### config.mk
export PLATFORM = sky130hd
export DESIGN_NAME = seven_segment_scanner
export DESIGN_NICKNAME = d
export VERILOG_FILES = /design/src/rtl/seven_segment_scanner.sv
export SDC_FILE = /design/constraint.sdc
export NUM_CORES = 1
export LEC_CHECK = 0
export BUFFER_PORTS_ARGS = -buffer_cell sky130_fd_sc_hd__buf_2
export CAP_MARGIN = 20
export CORE_MARGIN = 2
export CORE_UTILIZATION = 55
export CTS_BUF_LIST = sky130_fd_sc_hd__clkbuf_4 sky130_fd_sc_hd__clkbuf_8
export DETAILED_ROUTE_END_ITERATION = 8
export PLACE_DENSITY_LB_ADDON = 0.3
export SETUP_SLACK_MARGIN = 0.3
export SYNTH_ARGS = -nofsm -noshare
export SYNTH_HDL_FRONTEND = slang
export SYNTH_SLANG_ARGS = --single-unit
### constraint.sdc
create_clock -name clk -period 7.2 [get_ports clk]
set_input_delay 0.36 -clock clk [delete_from_list [all_inputs] [get_ports clk]]
set_output_delay 0.36 -clock clk [all_outputs]
set_load 0.01 [all_outputs]
### src/rtl/seven_segment_scanner.sv
// seven_segment_scanner: time-multiplexed driver for an N-digit common-anode
// 7-segment display. One digit slot lasts CLK_DIV clocks; the first GUARD
// clocks of every slot keep all anodes off so the previous digit's segment
// pattern cannot ghost onto the next digit. Brightness is a 16-step PWM on
// the low four bits of the slot counter. The hex word and the dots are
// snapshotted once per frame so a frame never mixes two values.
module seven_segment_scanner #(
   parameter  int N_DIGITS = 8,
   parameter  int CLK_DIV  = 50000,
   parameter  int GUARD    = 64,
   localparam int IDX_W    = (N_DIGITS > 1) ? $clog2(N_DIGITS) : 1,
   localparam int CNT_W    = $clog2(CLK_DIV)
) (
   input  logic                  clk,
   input  logic                  reset,
   input  logic [4*N_DIGITS-1:0] number,
   input  logic [N_DIGITS-1:0]   dots,
   input  logic [N_DIGITS-1:0]   digit_en,
   input  logic                  suppress_lz,
   input  logic [3:0]            brightness,
   output logic [6:0]            seg,
   output logic                  dp,
   output logic [N_DIGITS-1:0]   anodes,
   output logic [IDX_W-1:0]      digit_idx
);

   // Active-high {a,b,c,d,e,f,g} pattern for one hex nibble.
   function automatic logic [6:0] hex_pattern(input logic [3:0] nib);
      case (nib)
         4'h0: hex_pattern = 7'h7E;
         4'h1: hex_pattern = 7'h30;
         4'h2: hex_pattern = 7'h6D;
         4'h3: hex_pattern = 7'h79;
         4'h4: hex_pattern = 7'h33;
         4'h5: hex_pattern = 7'h5B;
         4'h6: hex_pattern = 7'h5F;
         4'h7: hex_pattern = 7'h70;
         4'h8: hex_pattern = 7'h7F;
         4'h9: hex_pattern = 7'h7B;
         4'hA: hex_pattern = 7'h77;
         4'hB: hex_pattern = 7'h1F;
         4'hC: hex_pattern = 7'h4E;
         4'hD: hex_pattern = 7'h3D;
         4'hE: hex_pattern = 7'h4F;
         default: hex_pattern = 7'h47;
      endcase
   endfunction

   logic [CNT_W-1:0]      cnt;
   logic [IDX_W-1:0]      idx;
   logic                  tick;
   logic                  frame_wrap;
   logic                  first_q;
   logic [4*N_DIGITS-1:0] shadow_num;
   logic [N_DIGITS-1:0]   shadow_dots;
   logic [4*N_DIGITS-1:0] view_num;
   logic [N_DIGITS-1:0]   view_dots;
   logic [3:0]            nib;
   logic                  upper_zero;
   logic                  blank;
   logic                  active;
   logic [N_DIGITS-1:0]   anodes_nxt;

   assign tick       = (cnt == CNT_W'(CLK_DIV - 1));
   assign frame_wrap = tick && (idx == IDX_W'(N_DIGITS - 1));
   assign digit_idx  = idx;

   // Slot counter and digit index; timing never depends on data inputs.
   // NOTE: every register is written with <= so all flops sample the values
   // from before the edge, independent of statement order.
   always_ff @(posedge clk) begin
      if (reset) begin
         cnt <= '0;
         idx <= '0;
      end else begin
         cnt <= tick ? '0 : cnt + CNT_W'(1);
         if (tick)
            idx <= (idx == IDX_W'(N_DIGITS - 1)) ? '0 : idx + IDX_W'(1);
      end
   end

   // Per-frame snapshot of value and dots, also taken on the first cycle out of reset.
   always_ff @(posedge clk) begin
      if (reset) begin
         first_q     <= 1'b1;
         shadow_num  <= '0;
         shadow_dots <= '0;
      end else begin
         first_q <= 1'b0;
         if (first_q || frame_wrap) begin
            shadow_num  <= number;
            shadow_dots <= dots;
         end
      end
   end

   // Digit under scan: nibble, leading-zero blanking and anode gating.
   // NOTE: every variable gets a default before any branch, so no latch is inferred.
   always_comb begin
      // The snapshot is not loaded until the end of the first cycle after
      // reset, so that one cycle decodes the live inputs it is capturing.
      view_num   = first_q ? number : shadow_num;
      view_dots  = first_q ? dots   : shadow_dots;
      nib        = view_num[{idx, 2'b00} +: 4];
      upper_zero = 1'b1;
      for (int j = 0; j < N_DIGITS; j++) begin
         if ((j >= int'(idx)) && (view_num[4*j +: 4] != 4'h0))
            upper_zero = 1'b0;
      end
      blank      = suppress_lz && (idx != '0) && upper_zero;
      active     = (cnt >= CNT_W'(GUARD)) && (cnt[3:0] <= brightness) && digit_en[idx];
      anodes_nxt = '1;
      if (active)
         anodes_nxt[idx] = 1'b0;
   end

   // Registered board outputs; segments stay driven all slot, only anodes and dp are gated.
   always_ff @(posedge clk) begin
      if (reset) begin
         seg    <= 7'h7F;
         dp     <= 1'b1;
         anodes <= '1;
      end else begin
         seg    <= blank ? 7'h7F : ~hex_pattern(nib);
         dp     <= active ? ~view_dots[idx] : 1'b1;
         anodes <= anodes_nxt;
      end
   end

endmodule

======== Yosys cells after proc, flatten, opt, wreduce, memory -nomap -nowiden ========
Memory sizes are Yosys's and may differ from the RTL's.
Cells that the tools add are included.
cells by class
  order comparisons ....................... 11
  mux-type cells .......................... 19
  equality and inequality tests ........... 2
  add/subtract/negate cells ............... 2
  bitwise logic cells ..................... 4
  reductions and logical operators ........ 26
  shift operators ......................... 1
operator list
  cell                     count
  $mux W32                 1
  $reduce_bool A4 Y1       8
  $shiftx A32 B6 Y4        1
  $add A16 B1 Y16 const B  1
  $eq A16 B16 Y1 const B   1
  $ge A16 B7 Y1 const B    1
  $logic_and A1 B1 Y1      13
  $mux W1                  12
  $ge A3 B3 Y1 const A     3
  $mux W8                  1
  $not A8 Y8               1
  $mux W7                  1
  $not A7 Y7               1
  $bmux W1 S3              2
  $ge A1 B3 Y1 const A     2
  $ge A2 B3 Y1 const A     2
  $reduce_or A2 Y1         3
  $le A4 B4 Y1             1
  $lt A3 B4 Y1 const B     1
  $add A3 B1 Y3 const B    1
  $demux W1 S3             1
  $eq A3 B3 Y1 const B     1
  $ge A3 B1 Y1 const B     1
  $mux W3                  1
  other kinds (3)          4
storage, ports and cells
  flip-flop bits (word level) ............. 76
  input bits .............................. 55
  word-level logic and storage cells ...... 74
  memory bits (read-only) ................. 112
  memories ................................ 1
memory list
  memory           words  width  rd ports  clocked after memory_dff  write ports  line  source
  (no name shown)  16     7      1         0                         0            29    case (nib)

======== Depth between registers and ports, before layout ========
Gate-level depths: netlist of run 1.
  word-level depth ........................ 13
  depth in mapped cells ................... 14
  mapped depth without buffers ............ 10

======== Least setup slack after synthesis of run 1 ========
No wires, ideal clock.
  kind .................................... register to register
  from .................................... register first_q
  to ...................................... register seg[1]
  path buffers ............................ 4
  data arrival time ....................... 2243 ps
  setup time .............................. 83 ps
  data required time ...................... 7117 ps
  stages on the path, launching flop included .. 15
  clock period less this slack ............ 2325 ps
  path slack .............................. 4875 ps
  path through ............................ dfxtp_1 buf_6 buf_6 buf_6 buf_4 mux2i_1 o22ai_1 nor3_1 nand2_1 inv_1 ha_1 inv_1 nor2_1 a21oi_1 o221ai_1
between the ends
  word-level cells in the longest chain between the ends .. 13
  elaborated cells between the ends (all ways) .. 30
  classes of those cells .................. 1 x shift; 10 x mux; 1 x bitwise; 17 x reduce/logical; 1 x memory
ends and longest elaborated chain
  item                                                                     line  source
  start, declared                                                          53    logic first_q;
  start signal, assigned                                                   85    first_q <= 1'b1;
  start signal, assigned                                                   89    first_q <= 1'b0;
  $mux W32 (*)                                                             102   view_num = first_q ? number : shadow_num;
  parallel branches: the longest is 12 deep, another holds $mem_v2 Z16 W7  n/a
  end signal, assigned                                                     124   seg <= blank ? 7'h7F : ~hex_pattern(nib);
  end, declared                                                            21    output logic [6:0] seg,
Mark *: on every way between the ends. The select of a mux whose other input is x is not followed.
A chain may end at the register's enable or synchronous reset.

======== Worst setup path in the final report of run 1 ========
  from .................................... register idx[1] (netlist: digit_idx[1])
  to ...................................... register seg[3]
between the ends
  word-level cells in the longest chain between the ends .. 12
  elaborated cells between the ends (all ways) .. 30
  classes of those cells .................. 7 x order compare; 1 x shift; 9 x mux; 1 x bitwise; 11 x reduce/logical; 1 x memory
ends and longest elaborated chain
  item                               line  source
  start, declared                    50    logic [IDX_W-1:0] idx;
  start signal, assigned             78    idx <= (idx == IDX_W'(N_DIGITS - 1)) ? '0 : idx + IDX_W'(1);
  $ge A1 B3 Y1                       107   if ((j >= int'(idx)) && (view_num[4*j +: 4] != 4'h0))
  $logic_and A1 B1 Y1                107
  $mux W1 (8 in a row)               107
  $logic_and A1 B1 Y1                110   blank = suppress_lz && (idx != '0) && upper_zero;
  $reduce_or A2 Y1 (no source line)  n/a
Several ways; a longest one is shown, not always the timed one. The select of a mux whose other input is x is not followed.

==> out/results.tsv, run 1 <==
metric	value	unit
status	finished, final reports clean	
nets	609	
final_common_cell	nand2_1	
ys_ff_latch	76	
globalplace.congestion	0.927	
clkLatencyLatePin	0.36	ns
regToRegSetupSlack	4.45	ns
place_hpwl	7040	um
die_height	90.1	um
drc_errors	0	
setup-violations-final	0	
p_clk_frac	0.429	
slew_viol_final	0	
finalCritPeriodShare	0.382	
cts_tree	yes	
synth.distinct_cells	56	
initial_core_util	0.565	
antennaDiodeCount	0	
rsz0062_at_grt	false	
p_int	0.000773	W
place.port_buffers	73	
grt_usage	0.244	
netlist_instances	477	
ios	74	
critPathLaunchType	register	
hold_buffers	0	
grt_busiest_layer	met2	
first_pass_iters	5	
synthesis.nets	548	
routed_wl	9720	um
std_cell_rows	31	
reg2reg_from	digit_idx[1]	
p_switching	0.000247	W
synth_ff_type	dfxtp_1	
p_per_area	216	nW/um^2
grt_pass1_vias	3466	
grt_pass1_wl	16200	um
required	7.41	ns
synth_edf_count	0	
final_cell_mix	nand2_1, dfxtp_1, buf_2	
dieArea	8110	sq um
ant_nets	0	
min_path_cells	3	
grt_max_degree	50	
placed_area	4440	sq um
yosysSeqAreaShare	0.374	
leakage	1.95	nW
hold_viol	0	
drt-vias-per-instance	5.71	
grt-ovfl-total	0	
critPathKind	reg -> reg	
setup_tns	0	ns
crit_fanout	23	
worstHoldStart	number[1]	
cts_sinks	76	
async_flop_share	0	
fmax	364	MHz
post-route-cell-area	4720	sq um
drive_above_1_share	0.215	
crit_path_start	digit_idx[1]	
worstReg2RegEnd	seg[3]	
crit_arrival	2.96	ns
yosys_warnings	0	
post_cts_resized	0	
r2r_cells	9	
htreeDepth	3	
numCtsBuffers	9	
clk_path_buf_depth	2	
path_clk_slew	0.08	ns
worst_pin_slew	0.906	ns
combPwrFrac	0.129	
synthToLayoutAreaGrowth	15.8	%
hold_path.class	in -> reg	
worstSetupEndpointType	register	
post_cts_buffers	0	
drtIter0Drc	309	
hold_path_end	shadow_num[1]	
wl_per_cell	15.1	um
grt_use_met1	0.314	
skew	0.00729	ns
antenna_found_initial	0	
syn_area	4070	sq um
ir_worst_vdd	0.115	mV
slew_headroom	0.396	
maxCapViolations	0	
use_met3	0.0503	
fillCellCount	625	
core_area	7210	sq um
fin_crit	2.75	ns
swShare	0.242	
num_vias	3667	
avgSynthCellArea	8.54	sq um
die_x	90.1	um
clockRootBuffer	clkbuf_8	
grt_use_met2	0.401	
p_seq_frac	0.442	
[cell usage after synthesis, types with 2 or more instances]
library cell  instances  area [sq um]
a21oi_1              46           230
o41ai_1               3          26.3
nor4_1                7          43.8
buf_6                 4          45.0
nor2_1               31           116
xor2_1                8          70.1
nor3_1               10          50.1
or4_1                 3          22.5
mux4_2                6           135
dfxtp_1              76          1520
o221ai_1              3          26.3
nand2b_1              7          43.8
o21ai_0               6          30.0
and2_1                2          12.5
nand3b_1              3          22.5
o21a_1                3          22.5
clkbuf_1             11          41.3
xnor2_1               6          52.6
o22ai_1              13          81.3
buf_2                 8          40.0
or4_4                 2          22.5
and3_1                4          25.0
nand2_1             100           375
nand4_1               2          12.5
nor2b_1               4          25.0
mux2_2                4          45.0
mux2i_1              28           280
o211ai_1              4          30.0
a2111oi_0             2          17.5
nand3_1              12          60.1
buf_4                 2          15.0
ha_1                 16           200
inv_1                15          56.3
mux2_1                2          22.5
or3b_2                3          26.3
[critical path, cell delays in order, from the launching register on]
cell,delay [ns]
dfxtp_1,0.80
or3b_2,0.57
o22ai_1,0.21
nor3_1,0.08
o221ai_2,0.13
inv_1,0.17
ha_1,0.33
o21ai_0,0.09
o211ai_1,0.11
o311ai_1,0.13
[power groups by stage]
stage | clock [W] | sequential [W] | combinational, W
2_1_floorplan | 0 | 0.000462 | 0.0000850
3_3_place_gp | 0 | 0.000460 | 0.000127
3_5_place_dp | 0 | 0.000461 | 0.000130
4_1_cts | 0.000440 | 0.000451 | 0.000131
5_1_grt | 0.000458 | 0.000454 | 0.000146
6_report | 0.000437 | 0.000451 | 0.000131
[worst max path at each step]
stage | to | slack (ns) | depth (start not counted)
global route | seg[2] | 4.10 | 8
detailed placement | seg[3] | 4.47 | 9
CTS | seg[3] | 4.46 | 9
global placement | seg[3] | 4.60 | 9
finish | seg[3] | 4.45 | 9
floorplan | seg[1] | 4.87 | 14
[per-layer routing]
layer	wire [um]	up-vias
li1	-	1803
met1	4280	1716
met2	4650	126
met3	570	22
met4	210	0
met5	0	-
[registers in the layout, summed over array words and instances, names as in the netlist]
register / count
shadow_dots: 8
digit_idx: 3
anodes: 8
shadow_num: 32
cnt: 16
first_q: 1
dp: 1
seg: 7
[metrics by stage]
step	power (W)	hold WS [ns]	setup WS, ns	std cells	utilization
after floorplan	0.000547	0.388	4.87	477	-
after global placement	0.000587	0.435	4.60	626	0.616
after detailed placement	0.000591	0.442	4.47	626	0.616
after CTS	0.00102	0.244	4.46	642	0.654
after global routing	0.00106	0.247	4.10	642	0.654
final	0.00102	0.252	4.45	642	0.654
[cells by family after synthesis]
group | Yosys count | synth area share
and+or+nand+nor | 197 | 0.231
muxes | 41 | 0.125
DFF | 76 | 0.374
AOI/OAI and AO/OA | 92 | 0.141
xor gates and xnor gates | 14 | 0.0301
buffers and inverters | 41 | 0.0495
adders and majority gates | 16 | 0.0492
[final cells by class]
cell class,count,area (sq um),area share
Inverter,15,56.3,0.0119
Clock buffer,10,138,0.0292
Multi-Input combinational cell,360,2350,0.499
Tap cell,99,124,0.0263
Clock inverter,6,134,0.0284
Timing Repair Buffer,76,388,0.0822
Sequential cell,76,1520,0.323
No activity file was read; power rests on OpenSTA's default activity.
==> run 2: changes to the inputs <==
--- a/config.mk
+++ b/config.mk
@@ -8,7 +8,7 @@
 export BUFFER_PORTS_ARGS = -buffer_cell sky130_fd_sc_hd__buf_2
 export CAP_MARGIN = 20
 export CORE_MARGIN = 2
-export CORE_UTILIZATION = 55
+export CORE_UTILIZATION = 52
 export CTS_BUF_LIST = sky130_fd_sc_hd__clkbuf_4 sky130_fd_sc_hd__clkbuf_8
 export DETAILED_ROUTE_END_ITERATION = 8
 export PLACE_DENSITY_LB_ADDON = 0.3
==> constraint.sdc (replaced) <==
create_clock -name clk -period 2.36 [get_ports clk]
set_input_delay 0.118 -clock clk [delete_from_list [all_inputs] [get_ports clk]]
set_output_delay 0.118 -clock clk [all_outputs]
set_load 0.01 [all_outputs]
==> run 2 against run 1 <==
  * Global-route usage up 1.3 points
  * Clock skew hardly changed
  * Cell area is 9.1% higher
==> out/results.tsv, run 2 (synthesized netlist as in run 1, its figures left out) <==
metric	value	unit	change
globalplace.congestion	0.941		+1.4%
grt_pass1_wl	17500	um	+8.1%
core_area	7650	sq um	+6.0%
fin_crit	2.13	ns	-0.626 ns
maxCapViolations	0		unchanged
regToRegSetupSlack	0.23	ns	-4.21 ns
ios	74		unchanged
die_x	92.5	um	+2.7%
path_clk_slew	0.08	ns	about the same
critPathKind	reg -> reg		
drive_above_1_share	0.322		+0.106
synthToLayoutAreaGrowth	26.3	%	
leakage	2.07	nW	+6.3%
worstHoldStart	dots[6]		
setup_tns	0	ns	unchanged
antenna_found_initial	0		unchanged
crit_buf_inv	1		unchanged
top_regs	shadow_num (32), cnt (16)		
hold_path.class	in -> reg		
std_cell_rows	32		+3.2%
grt-ovfl-total	0		unchanged
place_hpwl	7840	um	+11%
critical_path.slowest_cell	or4_4		
dieArea	8560	sq um	+5.5%
first_pass_iters	6		+1
slew_viol_final	0		unchanged
reg2reg_from	first_q		
die_height	92.5	um	+2.7%
fillCellCount	615		-1.6%
final_cell_mix	nand2_1, buf_2, dfxtp_1		
crit_arrival	2.38	ns	-0.58 ns
min_path_cells	3		unchanged
grt_pass1_vias	3784		+9.2%
p_per_area	565	nW/um^2	+160%
drc_errors	0		unchanged
wl_per_cell	16.2	um	+7.0%
setup-violations-final	0		unchanged
numCtsBuffers	9		unchanged
ant_nets	0		unchanged
fmax	471	MHz	+29%
path_cells	clkbuf_16 > mux4_1 > nor2b_4 > or4_4 > nand3_4 > a21oi_2 > o31ai_1		
largest_reg_flops	32		unchanged
critPathLaunchType	register		
final_common_cell	nand2_1		
cts_tree	yes		
worst_pin_slew	0.913	ns	+0.00615 ns
hold_path_end	shadow_dots[6]		
place.port_buffers	73		unchanged
worstReg2RegEnd	seg[6]		
initial_core_util	0.533		-0.0320
skew	0.00736	ns	+0.0000654 ns
grt_max_degree	50		unchanged
rsz0062_at_grt	true		
worstSetupEndpointType	register		
crit_fanout	8		-65%
routed_wl	10900	um	+12%
clkLatencyLatePin	0.35	ns	about the same
htreeDepth	3		unchanged
crit_cells	7		-2
slew_headroom	0.392		-0.00410
status	finished, final reports clean		
required	2.62	ns	-4.79 ns
drt-vias-per-instance	5.73		+0.35%
final_util	0.673		+0.0191
clockRootBuffer	clkbuf_8		
path_delay_family	simple AND/OR/NAND/NOR gates		
drtIter0Drc	229		-26%
r2r_cells	7		-2
num_vias	3846		+4.9%
finalCritPeriodShare	0.900		+0.518
cts_sinks	76		unchanged
ir_worst_vdd	0.356	mV	+210%
slowest_delay	0.61	ns	-0.19 ns
grt_usage	0.257		+0.0129
max_flop_register	shadow_num		
clk_path_buf_depth	2		unchanged
antennaDiodeCount	0		unchanged
nets	635		+4.3%
hold_viol	0		unchanged
==> run 2: cell types whose count changed in the layout (fill, tap and decap cells not counted), sizes merged <==
cell and change:
clkinvlp +1, inv -1, bufinv -3, buf +25, clkbuf +4
==> run 2: what timing repair did <==
action / in CTS / in global routing
hold buffers: 0 / 0
endpoints found under the setup margin: 7 / 47
pin swaps: 3 / 14
setup buffers: 9 / 1
gates cloned: 0 / 1
resized for setup: 24 / 33
==> run 2: stage by stage <==
step                      area (sq um)  cells  hold WS [ns]  setup WS, ns  power [W]
after floorplan                   4120    477         0.146         0.184    0.00168
after CTS                         4970    669       0.00832         0.299    0.00288
after global placement            4600    644         0.372        0.0911    0.00182
final                             5140    671        0.0144         0.235    0.00290
after detailed placement          4600    644         0.382        0.0300    0.00183
after global routing              5140    671        0.0218         0.152    0.00303
==> run 2: layout make-up <==
cell class              instances  area (sq um)  area share
clock buffers                  13           160      0.0311
clock inverters                 3          46.3     0.00900
inverters                      15          58.8      0.0114
multi-input cells             360          2580       0.502
flip-flops and latches         76          1530       0.298
well taps                     102           128      0.0248
repair buffers                102           636       0.124
==> run 2: routing by layer <==
layer,routed length (um),GRT usage,vias to the layer above
met1,4590,0.322,1830
met4,247,0.0970,0
met2,5440,0.443,136
li1,-,-,1854
met3,589,0.0431,26
met5,0,0,-
==> run 2: power by group <==
group | internal, W | switching, W | leakage, nW
Clock | 0.000556 | 0.000477 | 0.104
Combinational | 0.000234 | 0.000256 | 1.34
Sequential | 0.00134 | 0.0000420 | 0.626
Total | 0.00213 | 0.000775 | 2.07
==> run 2: how the worst max path moves through the flow <==
| stage | startpoint | end | slack [ns] |
|---|---|---|---|
| global route | digit_idx[2] | seg[2] | 0.15 |
| global placement | digit_idx[0] | seg[3] | 0.09 |
| CTS | first_q | seg[3] | 0.30 |
| finish | first_q | seg[6] | 0.23 |
| floorplan | first_q | seg[5] | 0.18 |
| detailed placement | digit_idx[0] | seg[3] | 0.03 |
==> run 2: worst register-to-register path: cells and delay by family (launching register included) <==
kind,cells,cell delay (ns)
AOI/OAI and AO/OA,2,0.28
and+or+nand+nor,3,0.80
DFF,1,0.41
muxes,1,0.38
buffers and inverters,1,0.17
